$ cat config.mk
export PLATFORM = sky130hd
export DESIGN_NAME = fb_write_arbiter
export DESIGN_NICKNAME = d
export VERILOG_FILES = /design/src/rtl/fb_write_arbiter.sv
export SDC_FILE = /design/constraint.sdc
export NUM_CORES = 1
export LEC_CHECK = 0
export ABC_AREA = 0
export BUFFER_PORTS_ARGS = -buffer_cell sky130_fd_sc_hd__buf_2
export CAP_MARGIN = 30
export CORE_MARGIN = 1.5
export CORE_UTILIZATION = 51
export CTS_CLUSTER_DIAMETER = 100
export CTS_CLUSTER_SIZE = 30
export DETAILED_ROUTE_END_ITERATION = 16
export PLACE_DENSITY = 0.75
export SETUP_SLACK_MARGIN = 0.2
export SKIP_LAST_GASP = 1
export SLEW_MARGIN = 0
export SYNTH_ARGS = -nofsm -noshare
export SYNTH_HDL_FRONTEND = slang
export SYNTH_SLANG_ARGS = --single-unit
$ cat constraint.sdc
create_clock -name clk -period 6.6 [get_ports clk]
set_input_delay 1.32 -clock clk [delete_from_list [all_inputs] [get_ports clk]]
set_output_delay 1.32 -clock clk [all_outputs]
set_load 0.02 [all_outputs]
$ cat src/rtl/fb_write_arbiter.sv
`default_nettype none
// +--------------------------------------------------------------------------+
// | fb_write_arbiter: shares one single-port framebuffer RAM between a FIFO'd |
// | pixel write stream and a priority scanout reader.   Revision: 1.0        |
// +--------------------------------------------------------------------------+
module fb_write_arbiter #(
  parameter int WIDTH     = 16,
  parameter int XBITS     = 10,
  parameter int YBITS     = 10,
  parameter int H_PIXELS  = 1024,
  parameter int V_PIXELS  = 768,
  parameter int DEPTH     = 8,
  parameter int MAX_READS = 4
) (
  input  logic                   clk,
  input  logic                   reset_n,
  input  logic                   wr_valid,
  output logic                   wr_ready,
  input  logic [WIDTH-1:0]       wr_x,
  input  logic [WIDTH-1:0]       wr_y,
  input  logic [15:0]            wr_pixel,
  input  logic                   rd_req,
  input  logic [XBITS+YBITS-1:0] rd_addr,
  output logic                   rd_ack,
  output logic                   rd_valid,
  output logic [15:0]            rd_data,
  output logic [XBITS+YBITS-1:0] ram_addr,
  output logic                   ram_we,
  output logic [15:0]            ram_wdata,
  input  logic [15:0]            ram_rdata,
  output logic [15:0]            dropped
);

  localparam int c_aw    = $clog2(DEPTH);
  localparam int c_abits = XBITS + YBITS;
  localparam int c_ew    = c_abits + 16;
  localparam int c_sw    = $clog2(MAX_READS + 1);

  localparam logic [WIDTH-1:0] c_h_lim  = WIDTH'(H_PIXELS);
  localparam logic [WIDTH-1:0] c_v_lim  = WIDTH'(V_PIXELS);
  localparam logic [c_sw-1:0]  c_streak_max = c_sw'(MAX_READS);

  localparam logic [1:0] c_GRANT_IDLE  = 2'd0;
  localparam logic [1:0] c_GRANT_READ  = 2'd1;
  localparam logic [1:0] c_GRANT_WRITE = 2'd2;

  logic [c_ew-1:0]    r_mem [DEPTH];
  logic [c_aw:0]      r_wptr;
  logic [c_aw:0]      r_rptr;
  logic [c_sw-1:0]    r_streak;
  logic               r_rd_ack;
  logic               r_rd_valid;
  logic               r_ram_we;
  logic [c_abits-1:0] r_ram_addr;
  logic [15:0]        r_ram_wdata;
  logic [15:0]        r_dropped;

  logic               w_empty;
  logic               w_full;
  logic               w_in_range;
  logic               w_accept;
  logic               w_push;
  logic               w_drop;
  logic               w_rd_masked;
  logic               w_rd_live;
  logic [1:0]         w_grant;
  logic [c_ew-1:0]    w_head;

  assign w_empty = (r_wptr == r_rptr);
  assign w_full  = (r_wptr[c_aw] != r_rptr[c_aw]) &&
                   (r_wptr[c_aw-1:0] == r_rptr[c_aw-1:0]);

  assign wr_ready   = reset_n && !w_full;
  assign w_in_range = (wr_x < c_h_lim) && (wr_y < c_v_lim);
  assign w_accept   = wr_valid && wr_ready;
  assign w_push     = w_accept && w_in_range;
  assign w_drop     = w_accept && !w_in_range;
  assign w_head     = r_mem[r_rptr[c_aw-1:0]];

  // The request just acknowledged is still on the bus this cycle; a new
  // address means the requester has already moved on to its next word.
  assign w_rd_masked = r_rd_ack && (rd_addr == r_ram_addr);
  assign w_rd_live   = rd_req && !w_rd_masked;

  always_comb begin
    w_grant = c_GRANT_IDLE;
    if (w_rd_live && !((r_streak == c_streak_max) && !w_empty)) begin
      w_grant = c_GRANT_READ;
    end else if (!w_empty) begin
      w_grant = c_GRANT_WRITE;
    end
  end

  always_ff @(posedge clk) begin
    if (w_push) begin
      r_mem[r_wptr[c_aw-1:0]] <= {wr_y[YBITS-1:0], wr_x[XBITS-1:0], wr_pixel};
    end
  end

  always_ff @(posedge clk) begin
    if (!reset_n) begin
      r_wptr      <= '0;
      r_rptr      <= '0;
      r_streak    <= '0;
      r_rd_ack    <= 1'b0;
      r_rd_valid  <= 1'b0;
      r_ram_we    <= 1'b0;
      r_ram_addr  <= '0;
      r_ram_wdata <= '0;
      r_dropped   <= '0;
    end else begin
      if (w_push) begin
        r_wptr <= r_wptr + 1'b1;
      end
      if (w_grant == c_GRANT_WRITE) begin
        r_rptr <= r_rptr + 1'b1;
      end
      if (w_drop && (r_dropped != 16'hFFFF)) begin
        r_dropped <= r_dropped + 16'd1;
      end
      r_rd_ack   <= (w_grant == c_GRANT_READ);
      r_rd_valid <= r_rd_ack;
      r_ram_we   <= (w_grant == c_GRANT_WRITE);
      case (w_grant)
        c_GRANT_READ: begin
          r_ram_addr <= rd_addr;
          if (w_empty) begin
            r_streak <= '0;
          end else if (r_streak != c_streak_max) begin
            r_streak <= r_streak + 1'b1;
          end
        end
        c_GRANT_WRITE: begin
          r_ram_addr  <= w_head[c_ew-1:16];
          r_ram_wdata <= w_head[15:0];
          r_streak    <= '0;
        end
        default: begin
        end
      endcase
    end
  end

  assign rd_ack    = r_rd_ack;
  assign rd_valid  = r_rd_valid;
  assign rd_data   = r_rd_valid ? ram_rdata : 16'h0000;
  assign ram_we    = r_ram_we;
  assign ram_addr  = r_ram_addr;
  assign ram_wdata = r_ram_wdata;
  assign dropped   = r_dropped;

endmodule
`default_nettype wire

=== Word-level counts from Yosys, hierarchy flattened ===
Memories as Yosys holds them, arrays and structs flattened. A register that Yosys moved wholly into a read port is not among the register bits.
Index checks and enable logic that the tools add are counted.

* Memories: 1
* Bits in registers: 66
* Output and inout port bits: 72
* Bits in writable memories: 288
* Input bits: 88

* Equal/unequal tests: 10
* Muxes and demuxes: 11
* Add/subtract/negate cells: 4
* Reduce and logical (&&, ||, !) cells: 18
* $lt $le $gt $ge: 2

{| class="wikitable"
|+ Memory list
! name !! depth !! bits a word !! read ports !! clocked after memory_dff !! write ports !! line !! RTL
|-
| r_mem || 8 || 36 || 1 || 1 || 1 || 47 || <nowiki>logic [c_ew-1:0] r_mem [DEPTH];</nowiki>
|}

{| class="wikitable"
|+ Operator list
! operator !! count
|-
| case mux 20 bit (2 select lines) || 1
|-
| equality test 20 bit || 1
|-
| adder 16 x 1 -> 16 bit (second input constant) || 1
|-
| less-than comparator 16 x 10 -> 1 bit (second input constant) || 1
|-
| less-than comparator 16 x 11 -> 1 bit (second input constant) || 1
|-
| two-way mux 16 bit || 1
|-
| inequality test 16 bit (second input constant) || 1
|-
| two-way mux 3 bit || 4
|-
| logical AND 1 bit || 11
|-
| adder 4 x 1 -> 4 bit (second input constant) || 2
|-
| case mux 3 bit (2 select lines) || 1
|-
| zero test 1 bit || 5
|-
| equality test 4 bit || 1
|-
| two-way mux 2 bit || 2
|-
| adder 3 x 1 -> 3 bit (second input constant) || 1
|-
| equality test 3 bit || 1
|-
| equality test 3 bit (second input constant) || 1
|-
| inequality test 3 x 2 -> 1 bit (second input constant) || 1
|-
| inequality test 3 bit (second input constant) || 1
|-
| equality test 2 x 1 -> 1 bit (second input constant) || 1
|-
| equality test 2 bit (second input constant) || 1
|-
| two-way mux 1 bit || 2
|-
| AND reduction 2 bit || 1
|-
| nonzero test 2 bit || 1
|-
| inequality test 1 bit || 1
|}

=== Logic depth before layout (Yosys ltp) ===
* Depth in word-level cells: 9
* Gate-level depth with buffers: 10
* Depth with buffers taken out: 8

=== Worst setup path after synthesis ===
No wires, ideal clock.

* Path kind: input to register
* From: in wr_y[13]
* To: mem r_mem[0][0] (netlist name) (enable)
* Slack: 0.588 ns
* Data arrival time: 5.493 ns
* Stages on the path: 4
* Setup time: 0.520 ns
* Path buffers: 0
* Cell sequence: nor4_1 > and4_1 > nand3_1 > nor4_1

* Word-level cells in the longest chain between the ends: 5

{| class="wikitable"
|+ Ends and longest elaborated chain
! element !! line !! RTL
|-
| start: declaration || 20 || <nowiki>input logic [WIDTH-1:0] wr_y,</nowiki>
|-
| less-than comparator 16 x 10 -> 1 bit || 74 || <nowiki>assign w_in_range = (wr_x < c_h_lim) && (wr_y < c_v_lim);</nowiki>
|-
| logical AND 1 bit || 74 ||
|-
| logical AND 1 bit || 76 || <nowiki>assign w_push = w_accept && w_in_range;</nowiki>
|-
| two-way mux 1 bit || 95 || <nowiki>if (w_push) begin</nowiki>
|-
| two-way mux 1 bit (not written as such) || 96 || <nowiki>r_mem[r_wptr[c_aw-1:0]] <= {wr_y[YBITS-1:0], wr_x[XBITS-1:0], wr_pixel};</nowiki>
|-
| end: declaration || 47 ||
|}

No other way between the ends.

=== Final worst setup path ===
* From: reg r_wptr[2]
* To: out wr_ready

* Word-level cells in the longest chain between the ends: 4

{| class="wikitable"
|+ Ends and longest elaborated chain
! element !! line !! RTL
|-
| start: declaration || 48 || <nowiki>logic [c_aw:0] r_wptr;</nowiki>
|-
| start signal: assignment || 113 || <nowiki>r_wptr <= r_wptr + 1'b1;</nowiki>
|-
| equality test 3 bit || 71 || <nowiki>(r_wptr[c_aw-1:0] == r_rptr[c_aw-1:0]);</nowiki>
|-
| logical AND 1 bit || 70 || <nowiki>assign w_full = (r_wptr[c_aw] != r_rptr[c_aw]) &&</nowiki>
|-
| zero test 1 bit || 73 || <nowiki>assign wr_ready = reset_n && !w_full;</nowiki>
|-
| logical AND 1 bit || 73 ||
|-
| end: declaration || 18 || <nowiki>output logic wr_ready,</nowiki>
|}

No other way between the ends.

==> out/results.tsv <==
metric	value	unit
stdcell_count	1342	
tightest_slew	0.813	ns
clockPowerShare	29.6	%
cts_htree_levels	1	
cap_violations	0	
skew	0.0198	ns
drc_errors	0	
grt_pass1_wl	41700	um
nets	1050	
worstPathArrival	2.00	ns
io_pins	160	
area_delta_synth_final	12.3	%
final_layout_size_suffix_gt1_share	32.0	%
min_period_over_period	50.4	%
hpwl	16900	um
design.core.area	27100	sq um
io_buffer_count	159	
cp_data_required_time	5.28	ns
ant_nets	0	
status	complete, no violations	
postCtsHoldBufs	0	
avgRoutedWirePerCell	20.2	um
hold_path.class	flip-flop to flip-flop	
grt_pass1_vias	7463	
pwr_density_cell	229	nW/um^2
cpMaxStageDelayCell	dfxtp_1	
grt_max_degree	61	
cts_made_buffers	15	
seq_area_frac_synth	70.7	%
grt_antenna_before_repair	6	
yosys_warnings	0	
num_rows	60	
synth_edf_count	288	
synth.ff_latch_count	357	
async_flop_share	0	%
tns	0	ns
ys.flop_type	edfxtp_1	
cts_sinks	357	
vias_per_cell	5.53	
dpl.cell_count	1312	
synth_nets	894	
combPwrFrac	3.5	%
vdd_drop_max	0.190	mV
crit_type	flip-flop to primary output	
drt_iter0_markers	682	
cts_setup_buffers	0	
synth.distinct_cells	45	
finalCriticalPeriod	3.32	ns
finalWeightedCongestion	0.772	
first_pass_iters	7	
slew_violations	0	
final_common_cell	edfxtp_1	
cp-start-kind	flip-flop	
num_vias	7421	
cp_max_fo	7	
worstSkewPairLatency	0.51	ns
setup_viol	0	
p_int	0.00293	W
syn_area	14200	sq um
cts_tree	built	
share_seq_of_total_power	66.9	%
fp.dieH	170	um
slew_headroom	45.8	%
synth_cells	801	
p_leak	5.48	nW
critical_path.top_delay_family	flip-flops	
root_buffer	clkbuf_16	
clk_pin_slew	0.11	ns
swShare	19.7	%
cts_resized	0	
die_x	170	um
final_cell_mix	edfxtp_1 (288), buf_2 (159), mux4_2 (72)	
path_buf_inv	1	
die_area	28800	sq um
path_cells	xor2_1, o41a_2, buf_2	
fmax	0.301	GHz
rsz0062_at_grt	no	
overflow	0	
floorplan.initialDensity	52.3	%
grt_use_total	19.1	%
avgSynthCellArea	17.7	sq um
critPathMaxStageDelay	0.57	ns
final_hold_viol_count	0	
critical_path.endpoint_type	primary output	
power_switching	0.000719	W
postRouteWirelength	27100	um
clock_path_buffers	3	
kinds of logic after synthesis:
group,synth area share (%)
AOI/OAI and AO/OA,1.60
xor gates and xnor gates,2.46
adders and majority gates,0.441
buffers and inverters,1.59
DFF,70.7
muxes,17.0
and+or+nand+nor,6.20
cell usage after synthesis, drive strengths merged, types with 2 or more instances:
cell    number  share of area, %
a21oi        5              0.18
and2        18              0.79
and3         4              0.18
and4         2              0.12
buf         22              0.98
clkbuf      18              0.48
dfxtp       69               9.7
edfxtp     288                61
ha           5              0.44
inv          5              0.13
mux2        16               1.3
mux2i       61               4.3
mux4        72                11
nand2       32              0.85
nand2b       2             0.088
nand3       10              0.39
nand4       11              0.49
nor2        62               1.6
nor3        10              0.39
nor4         9              0.57
o21ai       24              0.85
o41a         2              0.17
or3          4              0.18
or4b         2              0.14
xnor2       29               1.8
xor2        10              0.67
path summary, 6_finish.rpt:
check | cells after the start | from | endpoint | slack (ns)
max | 3 | r_wptr[2] | wr_ready | 3.28
min | 2 | ram_wdata[10] | ram_wdata[10] | 0.50
max reg2reg | 6 | flip-flop | ram_addr[6] | 3.57
min reg2reg | 2 | ram_wdata[10] | ram_wdata[10] | 0.50
state kept, by name (all words and copies together) (netlist names), named ones only:
register,flops
rd_ack,1
r_wptr,4
rd_valid,1
r_streak,3
r_rptr,4
r_mem,288
dropped,16
ram_addr,20
ram_wdata,16
ram_we,1
layer usage:
layer  GRT usage [%]  share of wire [%]  routed length (um)
met5               0               0.10                  27
met2            32.6                 49               13300
met3            3.26                4.9                1340
met1            25.9                 44               12000
met4            4.00                1.6                 432
cell type report:
type                       instances  area, sq um
timing repair buffer             179          986
clock buffer                      25          423
inverter                           5         18.8
fill                            2017        11200
multi-input combinational        399         3980
tap                              372          465
clock inverter                     1         8.76
antenna                            4         10.0
sequential                       357        10000
power groups by stage:
| stage | sequential (W) | clock [W] | combinational [W] |
|---|---|---|---|
| 2_1_floorplan | 0.00250 | 0 | 0.0000496 |
| 3_3_place_gp | 0.00249 | 0 | 0.000125 |
| 3_5_place_dp | 0.00249 | 0 | 0.000130 |
| 4_1_cts | 0.00244 | 0.00111 | 0.000130 |
| 5_1_grt | 0.00244 | 0.00118 | 0.000143 |
| 6_report | 0.00244 | 0.00108 | 0.000129 |
worst reg2reg max path, cell delays in order (launching register included):
cell     delay, ns
dfxtp_4       0.90
buf_4         0.69
mux4_2        0.64
mux2i_1       0.33
o21ai_0       0.15
mux2i_1       0.17
nor2_1        0.05
stage by stage:
step | hold slack, ns | total power [W] | setup WS (ns) | utilization, % | area, sq um
final | 0.503 | 0.00365 | 3.28 | 58.8 | 15900
after floorplan | 0.469 | 0.00255 | 0.588 | - | 14200
after detailed placement | 0.485 | 0.00262 | 3.05 | 57.1 | 15500
after global routing | 0.535 | 0.00376 | 3.21 | 58.7 | 15900
after CTS | 0.510 | 0.00369 | 3.26 | 58.7 | 15900
after global placement | 0.460 | 0.00262 | 2.88 | 56.9 | 15400
(Power assumes the default switching activity.)
